===== src/rtl/soc_map_pkg.sv =====
// Shared SoC address map, response constants and the enums used by the bus decoder.
// Also holds the byte-strobe merge helper used by the MMIO registers.
package soc_map_pkg;

    localparam logic [31:0] ROM_BASE   = 32'h0000_0000;
    localparam logic [31:0] RAM_BASE   = 32'h0001_0000;
    localparam logic [31:0] GPIO_ADDR  = 32'h1000_0000;
    localparam logic [31:0] CYCLE_ADDR = 32'h1000_0004;
    localparam logic [31:0] ERR_WORD   = 32'hDEAD_BEEF;

    typedef enum logic [2:0] {
        SEL_ROM,
        SEL_RAM,
        SEL_GPIO,
        SEL_CYCLE,
        SEL_ERR
    } sel_e;

    typedef enum logic {
        IDLE,
        ACK
    } state_e;

    function automatic logic [31:0] apply_wstrb(input logic [31:0] old_val,
                                                 input logic [31:0] new_val,
                                                 input logic [3:0]  strb);
        logic [31:0] res;
        res = old_val;
        for (int b = 0; b < 4; b++) begin
            if (strb[b]) res[8*b +: 8] = new_val[8*b +: 8];
        end
        return res;
    endfunction

endpackage


===== src/rtl/soc_bus_decoder_if.sv =====
// CPU native memory bus: valid/ready handshake with address, write data/strobes and read data.
interface soc_bus_decoder_if;

    logic        cpu_valid;
    logic        cpu_ready;
    logic [31:0] cpu_addr;
    logic [31:0] cpu_wdata;
    logic [3:0]  cpu_wstrb;
    logic [31:0] cpu_rdata;

    modport master (
        output cpu_valid, cpu_addr, cpu_wdata, cpu_wstrb,
        input  cpu_ready, cpu_rdata
    );

    modport slave (
        input  cpu_valid, cpu_addr, cpu_wdata, cpu_wstrb,
        output cpu_ready, cpu_rdata
    );

endinterface


===== src/rtl/soc_addr_decode.sv =====
// Pure combinational region decode of a CPU byte address and write strobes.
// ROM writes and any address outside the map select the error response.
module soc_addr_decode #(
    parameter int unsigned ROM_WORDS = 256,
    parameter int unsigned RAM_WORDS = 256,
    parameter logic [31:0] RAM_BASE  = soc_map_pkg::RAM_BASE
) (
    input  logic [31:0]       addr_i,
    input  logic [3:0]        wstrb_i,
    output soc_map_pkg::sel_e sel_o,
    output logic              err_o
);

    localparam logic [29:0] RomBaseW  = soc_map_pkg::ROM_BASE[31:2];
    localparam logic [29:0] RamBaseW  = RAM_BASE[31:2];
    localparam logic [29:0] RomWordsW = 30'(ROM_WORDS);
    localparam logic [29:0] RamWordsW = 30'(RAM_WORDS);

    logic [29:0] word_addr;
    logic [29:0] rom_off;
    logic [29:0] ram_off;
    logic        unused_lsb;

    assign unused_lsb = ^addr_i[1:0];

    // Offsets wrap for addresses below a base, so a single unsigned compare covers both bounds.
    always_comb begin
        word_addr = addr_i[31:2];
        rom_off   = word_addr - RomBaseW;
        ram_off   = word_addr - RamBaseW;
        sel_o     = soc_map_pkg::SEL_ERR;
        if (rom_off < RomWordsW) begin
            sel_o = (wstrb_i == 4'b0000) ? soc_map_pkg::SEL_ROM : soc_map_pkg::SEL_ERR;
        end else if (ram_off < RamWordsW) begin
            sel_o = soc_map_pkg::SEL_RAM;
        end else if (word_addr == soc_map_pkg::GPIO_ADDR[31:2]) begin
            sel_o = soc_map_pkg::SEL_GPIO;
        end else if (word_addr == soc_map_pkg::CYCLE_ADDR[31:2]) begin
            sel_o = soc_map_pkg::SEL_CYCLE;
        end
    end

    assign err_o = (sel_o == soc_map_pkg::SEL_ERR);

endmodule


===== src/rtl/soc_bus_decoder.sv =====
// Steers CPU bus transactions to ROM, RAM or local MMIO (GPIO output, cycle counter).
// Every accepted request gets a single-cycle ready strobe in the following cycle.
module soc_bus_decoder #(
    parameter int unsigned ROM_WORDS = 256,
    parameter int unsigned RAM_WORDS = 256,
    parameter logic [31:0] RAM_BASE  = soc_map_pkg::RAM_BASE,
    parameter int unsigned GPIO_W    = 8
) (
    input  logic                clk,
    input  logic                rst,
    soc_bus_decoder_if.slave    cpu,
    output logic [31:0]         rom_addr,
    input  logic [31:0]         rom_data,
    output logic [3:0]          ram_wen,
    output logic [31:0]         ram_addr,
    output logic [31:0]         ram_wdata,
    input  logic [31:0]         ram_rdata,
    output logic [GPIO_W-1:0]   gpio_out,
    output logic                bus_err
);

    soc_map_pkg::state_e state_q, state_d;
    soc_map_pkg::sel_e   sel_q, sel_d;
    soc_map_pkg::sel_e   dec_sel;
    logic                dec_err;
    logic [31:0]         rdata_q, rdata_d;
    logic [GPIO_W-1:0]   gpio_q, gpio_d;
    logic [31:0]         cnt_q, cnt_d;
    logic                err_q, err_d;
    logic [31:0]         gpio_ext;
    logic [31:0]         gpio_merge;

    soc_addr_decode #(
        .ROM_WORDS (ROM_WORDS),
        .RAM_WORDS (RAM_WORDS),
        .RAM_BASE  (RAM_BASE)
    ) u_decode (
        .addr_i  (cpu.cpu_addr),
        .wstrb_i (cpu.cpu_wstrb),
        .sel_o   (dec_sel),
        .err_o   (dec_err)
    );

    assign rom_addr  = cpu.cpu_addr;
    assign ram_addr  = cpu.cpu_addr - RAM_BASE;
    assign ram_wdata = cpu.cpu_wdata;
    assign gpio_out  = gpio_q;
    assign bus_err   = err_q;

    always_comb begin
        state_d       = state_q;
        sel_d         = sel_q;
        rdata_d       = rdata_q;
        gpio_d        = gpio_q;
        cnt_d         = cnt_q + 32'd1;
        err_d         = err_q;
        ram_wen       = 4'b0000;
        cpu.cpu_ready = 1'b0;
        cpu.cpu_rdata = 32'h0;
        gpio_ext      = 32'h0;
        gpio_ext[GPIO_W-1:0] = gpio_q;
        gpio_merge    = gpio_ext;

        unique case (state_q)
            soc_map_pkg::IDLE: begin
                if (cpu.cpu_valid) begin
                    state_d = soc_map_pkg::ACK;
                    sel_d   = dec_sel;
                    err_d   = err_q | dec_err;
                    unique case (dec_sel)
                        soc_map_pkg::SEL_ROM: rdata_d = rom_data;
                        soc_map_pkg::SEL_RAM: begin
                            rdata_d = 32'h0;
                            if (!rst) ram_wen = cpu.cpu_wstrb;
                        end
                        soc_map_pkg::SEL_GPIO: begin
                            rdata_d    = gpio_ext;
                            gpio_merge = soc_map_pkg::apply_wstrb(gpio_ext, cpu.cpu_wdata,
                                                                  cpu.cpu_wstrb);
                            gpio_d     = gpio_merge[GPIO_W-1:0];
                        end
                        soc_map_pkg::SEL_CYCLE: begin
                            rdata_d = cnt_q;
                            // A write replaces this cycle's increment.
                            if (cpu.cpu_wstrb != 4'b0000) begin
                                cnt_d = soc_map_pkg::apply_wstrb(cnt_q, cpu.cpu_wdata,
                                                                 cpu.cpu_wstrb);
                            end
                        end
                        default: rdata_d = soc_map_pkg::ERR_WORD;
                    endcase
                end
            end
            soc_map_pkg::ACK: begin
                state_d       = soc_map_pkg::IDLE;
                cpu.cpu_ready = 1'b1;
                cpu.cpu_rdata = (sel_q == soc_map_pkg::SEL_RAM) ? ram_rdata : rdata_q;
            end
            default: state_d = soc_map_pkg::IDLE;
        endcase
    end

    always_ff @(posedge clk) begin
        if (rst) begin
            state_q <= soc_map_pkg::IDLE;
            sel_q   <= soc_map_pkg::SEL_ROM;
            rdata_q <= 32'h0;
            gpio_q  <= '0;
            cnt_q   <= 32'h0;
            err_q   <= 1'b0;
        end else begin
            state_q <= state_d;
            sel_q   <= sel_d;
            rdata_q <= rdata_d;
            gpio_q  <= gpio_d;
            cnt_q   <= cnt_d;
            err_q   <= err_d;
        end
    end

endmodule


===== src/flat_wrapper.sv =====
// flat-port wrapper written by rule: the top's interface ports become plain ports
module soc_bus_decoder_flat 
#(
    parameter int unsigned ROM_WORDS = 256,
    parameter int unsigned RAM_WORDS = 256,
    parameter logic [31:0] RAM_BASE  = soc_map_pkg::RAM_BASE,
    parameter int unsigned GPIO_W    = 8
)
  (clk, rst, rom_addr, rom_data, ram_wen, ram_addr, ram_wdata, ram_rdata, gpio_out, bus_err, cpu_cpu_valid, cpu_cpu_addr, cpu_cpu_wdata, cpu_cpu_wstrb, cpu_cpu_ready, cpu_cpu_rdata);
  soc_bus_decoder_if cpu_i ();
  input  logic clk;
  input  logic rst;
  output logic [31:0] rom_addr;
  input  logic [31:0] rom_data;
  output logic [3:0] ram_wen;
  output logic [31:0] ram_addr;
  output logic [31:0] ram_wdata;
  input  logic [31:0] ram_rdata;
  output logic [GPIO_W-1:0] gpio_out;
  output logic bus_err;
  input wire logic [$bits(cpu_i.cpu_valid)-1:0] cpu_cpu_valid;
  input wire logic [$bits(cpu_i.cpu_addr)-1:0] cpu_cpu_addr;
  input wire logic [$bits(cpu_i.cpu_wdata)-1:0] cpu_cpu_wdata;
  input wire logic [$bits(cpu_i.cpu_wstrb)-1:0] cpu_cpu_wstrb;
  output wire logic [$bits(cpu_i.cpu_ready)-1:0] cpu_cpu_ready;
  output wire logic [$bits(cpu_i.cpu_rdata)-1:0] cpu_cpu_rdata;
  assign cpu_i.cpu_valid = cpu_cpu_valid;
  assign cpu_i.cpu_addr = cpu_cpu_addr;
  assign cpu_i.cpu_wdata = cpu_cpu_wdata;
  assign cpu_i.cpu_wstrb = cpu_cpu_wstrb;
  assign cpu_cpu_ready = cpu_i.cpu_ready;
  assign cpu_cpu_rdata = cpu_i.cpu_rdata;
  soc_bus_decoder #(.ROM_WORDS(ROM_WORDS), .RAM_WORDS(RAM_WORDS), .RAM_BASE(RAM_BASE), .GPIO_W(GPIO_W)) u_core (.clk(clk), .rst(rst), .cpu(cpu_i), .rom_addr(rom_addr), .rom_data(rom_data), .ram_wen(ram_wen), .ram_addr(ram_addr), .ram_wdata(ram_wdata), .ram_rdata(ram_rdata), .gpio_out(gpio_out), .bus_err(bus_err));
endmodule

===== config.mk =====
export PLATFORM = sky130hd
export DESIGN_NAME = soc_bus_decoder_flat
export DESIGN_NICKNAME = d
export VERILOG_FILES = /design/src/rtl/soc_map_pkg.sv /design/src/rtl/soc_bus_decoder_if.sv /design/src/rtl/soc_addr_decode.sv /design/src/rtl/soc_bus_decoder.sv /design/src/flat_wrapper.sv
export SDC_FILE = /design/constraint.sdc
export NUM_CORES = 1
export LEC_CHECK = 0
export CAP_MARGIN = 20
export CORE_AREA = 2 2 121 123
export DETAILED_ROUTE_END_ITERATION = 10
export DIE_AREA = 0 0 123 125
export GPL_ROUTABILITY_DRIVEN = 0
export PLACE_DENSITY = 0.84
export SLEW_MARGIN = 40
export SYNTH_ARGS = -nofsm -noshare
export SYNTH_HDL_FRONTEND = slang
export SYNTH_HIERARCHICAL = 1
export SYNTH_SLANG_ARGS = --single-unit
export TNS_END_PERCENT = 100

===== constraint.sdc =====
create_clock -name clk -period 6.03 [get_ports clk]
set_clock_uncertainty 0.1 [all_clocks]
set_input_delay 1.206 -clock clk [delete_from_list [all_inputs] [get_ports clk]]
set_output_delay 1.206 -clock clk [all_outputs]
set_load 0.05 [all_outputs]

==> results.sh <==
export IMPL_synth_seq_cells=77
export IMPL_yosysWarnings=6
export IMPL_final_cells=1098
export IMPL_slew_violations=0
export IMPL_vdd_drop_max_v=0.000145
export IMPL_clock_latency_ns=0.34
export IMPL_synth_fp_nets=880
export IMPL_grt_antenna_before_repair=0
export IMPL_critPathTopFamily="simple AND/OR/NAND/NOR gates"
export IMPL_period_needed_ns=5.46
export IMPL_power_density_mw_per_mm2=179
export IMPL_numCtsBuffers=9
export IMPL_crit_buf_inv=2
export IMPL_post_route_period_util_pct=90.5
export IMPL_setup_viol=0
export IMPL_first_pass_iters=6
export IMPL_grt_pass1_wl_mm=30.8
export IMPL_syn_area_mm2=0.00556
export IMPL_relSlewSlack_pct=44.6
export IMPL_crit_chain="clkdlybuf4s50_1 > nor3_1 > nand3_1 > or4_1 > nor4_1 > xor2_1 > clkdlybuf4s50_1"
export IMPL_ys_seq_area_share_pct=27.7
export IMPL_cts_root_buf="clkbuf_16"
export IMPL_switching_share_pct=33.1
export IMPL_viasPerCell=5.60
export IMPL_power_switching_uw=482
export IMPL_slowest_delay_ns=0.81
export IMPL_nNetsFinal=1046
export IMPL_grt_use_total_pct=25.1
export IMPL_internal_power_uw=977
export IMPL_portBuffers=270
export IMPL_min_delay_path_depth=2
export IMPL_final_common_cell="clkdlybuf4s50_1"
export IMPL_drv_cap=0
export IMPL_htreeDepth=3
export IMPL_wirelength_mm=19.9
export IMPL_synth_top_area_cell="dfxtp_1"
export IMPL_ys_async_sr_fraction_pct=0
export IMPL_drc=0
export IMPL_area_growth_pct=46.9
export IMPL_holdPathEnd="u_core/sel_q[0]"
export IMPL_fp_coreArea_mm2=0.0142
export IMPL_layout_common_cells="clkdlybuf4s50_1 (265), nand2_1 (101), nor2_1 (89)"
export IMPL_dp_cells=1081
export IMPL_rr_endpoint="u_core/cnt_q[15]"
export IMPL_grt_pass1_vias=5731
export IMPL_timing_critical_path_arrival_ns=4.15
export IMPL_status="completed"
export IMPL_avgSynthCellArea_um2=7.48
export IMPL_num_antenna_cells=0
export IMPL_cts_tree="done"
export IMPL_end_kind="primary output"
export IMPL_dp_final_hpwl_mm=15.0
export IMPL_ys_types=62
export IMPL_p_clk_share_pct=35.5
export IMPL_via_count=6149
export IMPL_ctsHoldBuffers=0
export IMPL_pwr_share_seq_pct=36.9
export IMPL_rsz0062_at_grt="false"
export IMPL_cts_repair_resize_count=0
export IMPL_grt_start_max_net_pins=74
export IMPL_required_ns=4.72
export IMPL_synth_edf_count=0
export IMPL_wire_per_inst_um=18.2
export IMPL_drive_gt1_share_pct=7.11
export IMPL_path_common_cell="clkdlybuf4s50_1"
export IMPL_min_from="u_core/sel_q[0]"
export IMPL_tightest_slew_ns=0.810
export IMPL_clk_pin_slew_ns=0.06
export IMPL_die_y_um=125
export IMPL_hp_class="reg -> reg"
export IMPL_finalWorstSetupSlack_ns=0.574
export IMPL_reg2reg_from="u_core/state_q"
export IMPL_tns_ns=0
export IMPL_synth_top_flop_cell="dfxtp_1"
export IMPL_cp_slowest_cell="clkdlybuf4s50_1"
export IMPL_p_leak_uw=0.00272
export IMPL_finalHoldWorstSlack_ns=0.371
export IMPL_r2r_worst_path_cells=6
export IMPL_initial_core_util_pct=39.1
export IMPL_max_freq_mhz=183
export IMPL_crit_type="in -> out"
export IMPL_drt_iter0_markers=865
export IMPL_combPwrFrac_pct=27.6
export IMPL_ioPinCount=277
export IMPL_fp_dieW_um=123
export IMPL_path_max_fanout=6
export IMPL_reg2reg_slack_ns=3.43
export IMPL_drtAntennaViolNets=0
export IMPL_cts_num_sinks=77
export IMPL_pre_cts_ws_ns=0.694
export IMPL_grt_ovfl_total=0
export IMPL_synth_top_area_share_pct=27.7
export IMPL_cts_setup_buffers=0
export IMPL_hold_viol=0
export IMPL_die_area_mm2=0.0154
export IMPL_rows=44
export IMPL_cts_buffer_depth=2
export IMPL_worstSetupStartpointType="input port"
export IMPL_fin_util_pct=57.4
export IMPL_synthCells=743
export IMPL_synth_area_leaders="dfxtp_1 (28%), buf_4 (11%), nand2_1 (6.8%), nor2_1 (6.0%), a21boi_0 (4.5%)"
==> synthesized netlist by cell type, drive strengths merged (10+ instances only) <==
cell	n
buf	88
a31oi	15
nor2	89
o21ai	10
mux2i	19
xor2	14
nor3	42
nand3	31
nand4	16
dfxtp	77
a21boi	33
clkbuf	41
a22oi	10
inv	10
a221oi	20
nand2	101
a21oi	24
nor4	13
==> worst reg2reg max path, cell delays in order, from the launching register on <==
cell and delay (ns):
dfxtp_2 0.70, nor4bb_1 0.13, buf_4 0.20, nand3_1 0.55, nand2_1 0.26, or3_1 0.42, a31oi_1 0.17
==> layer usage <==
| metal | track usage, % | up-vias | part of all wire (%) |
|---|---|---|---|
| li1 | - | 2924 | - |
| met1 | 36.1 | 2823 | 44 |
| met2 | 37.5 | 338 | 45 |
| met3 | 3.38 | 64 | 8.0 |
| met4 | 10.5 | 0 | 3.4 |
| met5 | 0 | - | 0 |
==> sequential cells by signal (all words and copies together), names as in the netlist <==
register         cells
u_core/sel_q         3
u_core/state_q       1
u_core/cnt_q        32
u_core/rdata_q      32
u_core/gpio_out      8
u_core/bus_err       1
==> layout make-up <==
| cell class | count | area [µm²] |
|---|---|---|
| Clock buffer | 9 | 225 |
| Clock inverter | 7 | 58.8 |
| Fill cell | 1322 | 6040 |
| Inverter | 10 | 37.5 |
| Multi-Input combinational cell | 527 | 3220 |
| Sequential cell | 77 | 1540 |
| Tap cell | 184 | 230 |
| Timing Repair Buffer | 284 | 2840 |
==> logic make-up after synthesis <==
group | count (synthesis) | synth area share, %
and+or+nand+nor | 337 | 30.3
AOI/OAI and AO/OA | 147 | 19.3
buffers and inverters | 139 | 15.1
DFF | 77 | 27.7
muxes | 24 | 4.44
xor gates and xnor gates | 17 | 2.68
adders and majority gates | 2 | 0.450
==> worst max path at each step <==
| stage | from | endpoint | slack (ns) | cells after the start |
|---|---|---|---|---|
| 2_1_floorplan | cpu_cpu_addr[26] | ram_wen[0] | 1.33 | 6 |
| 3_3_place_gp | cpu_cpu_addr[19] | ram_addr[31] | 0.77 | 7 |
| 3_5_place_dp | cpu_cpu_addr[18] | ram_addr[31] | 0.69 | 7 |
| 4_1_cts | cpu_cpu_addr[18] | ram_addr[31] | 0.70 | 7 |
| 5_1_grt | cpu_cpu_addr[18] | ram_addr[29] | 0.49 | 7 |
| 6_report | cpu_cpu_addr[18] | ram_addr[29] | 0.57 | 7 |
==> power groups by stage <==
stage                     registers (µW)  clock network [µW]  logic (µW)
after floorplan                      547                   0         247
after global placement               549                   0         399
after detailed placement             550                   0         401
after CTS                            538                 525         403
after global routing                 541                 543         421
final                                539                 518         403
==> through the flow <==
stage / cell area, µm² / total power (µW)
after floorplan: 5560 / 794
final: 8160 / 1460
after global placement: 7850 / 948
after detailed placement: 7860 / 950
after global routing: 8160 / 1510
after CTS: 8140 / 1470
Note: power is estimated with default switching activity, not from simulation.
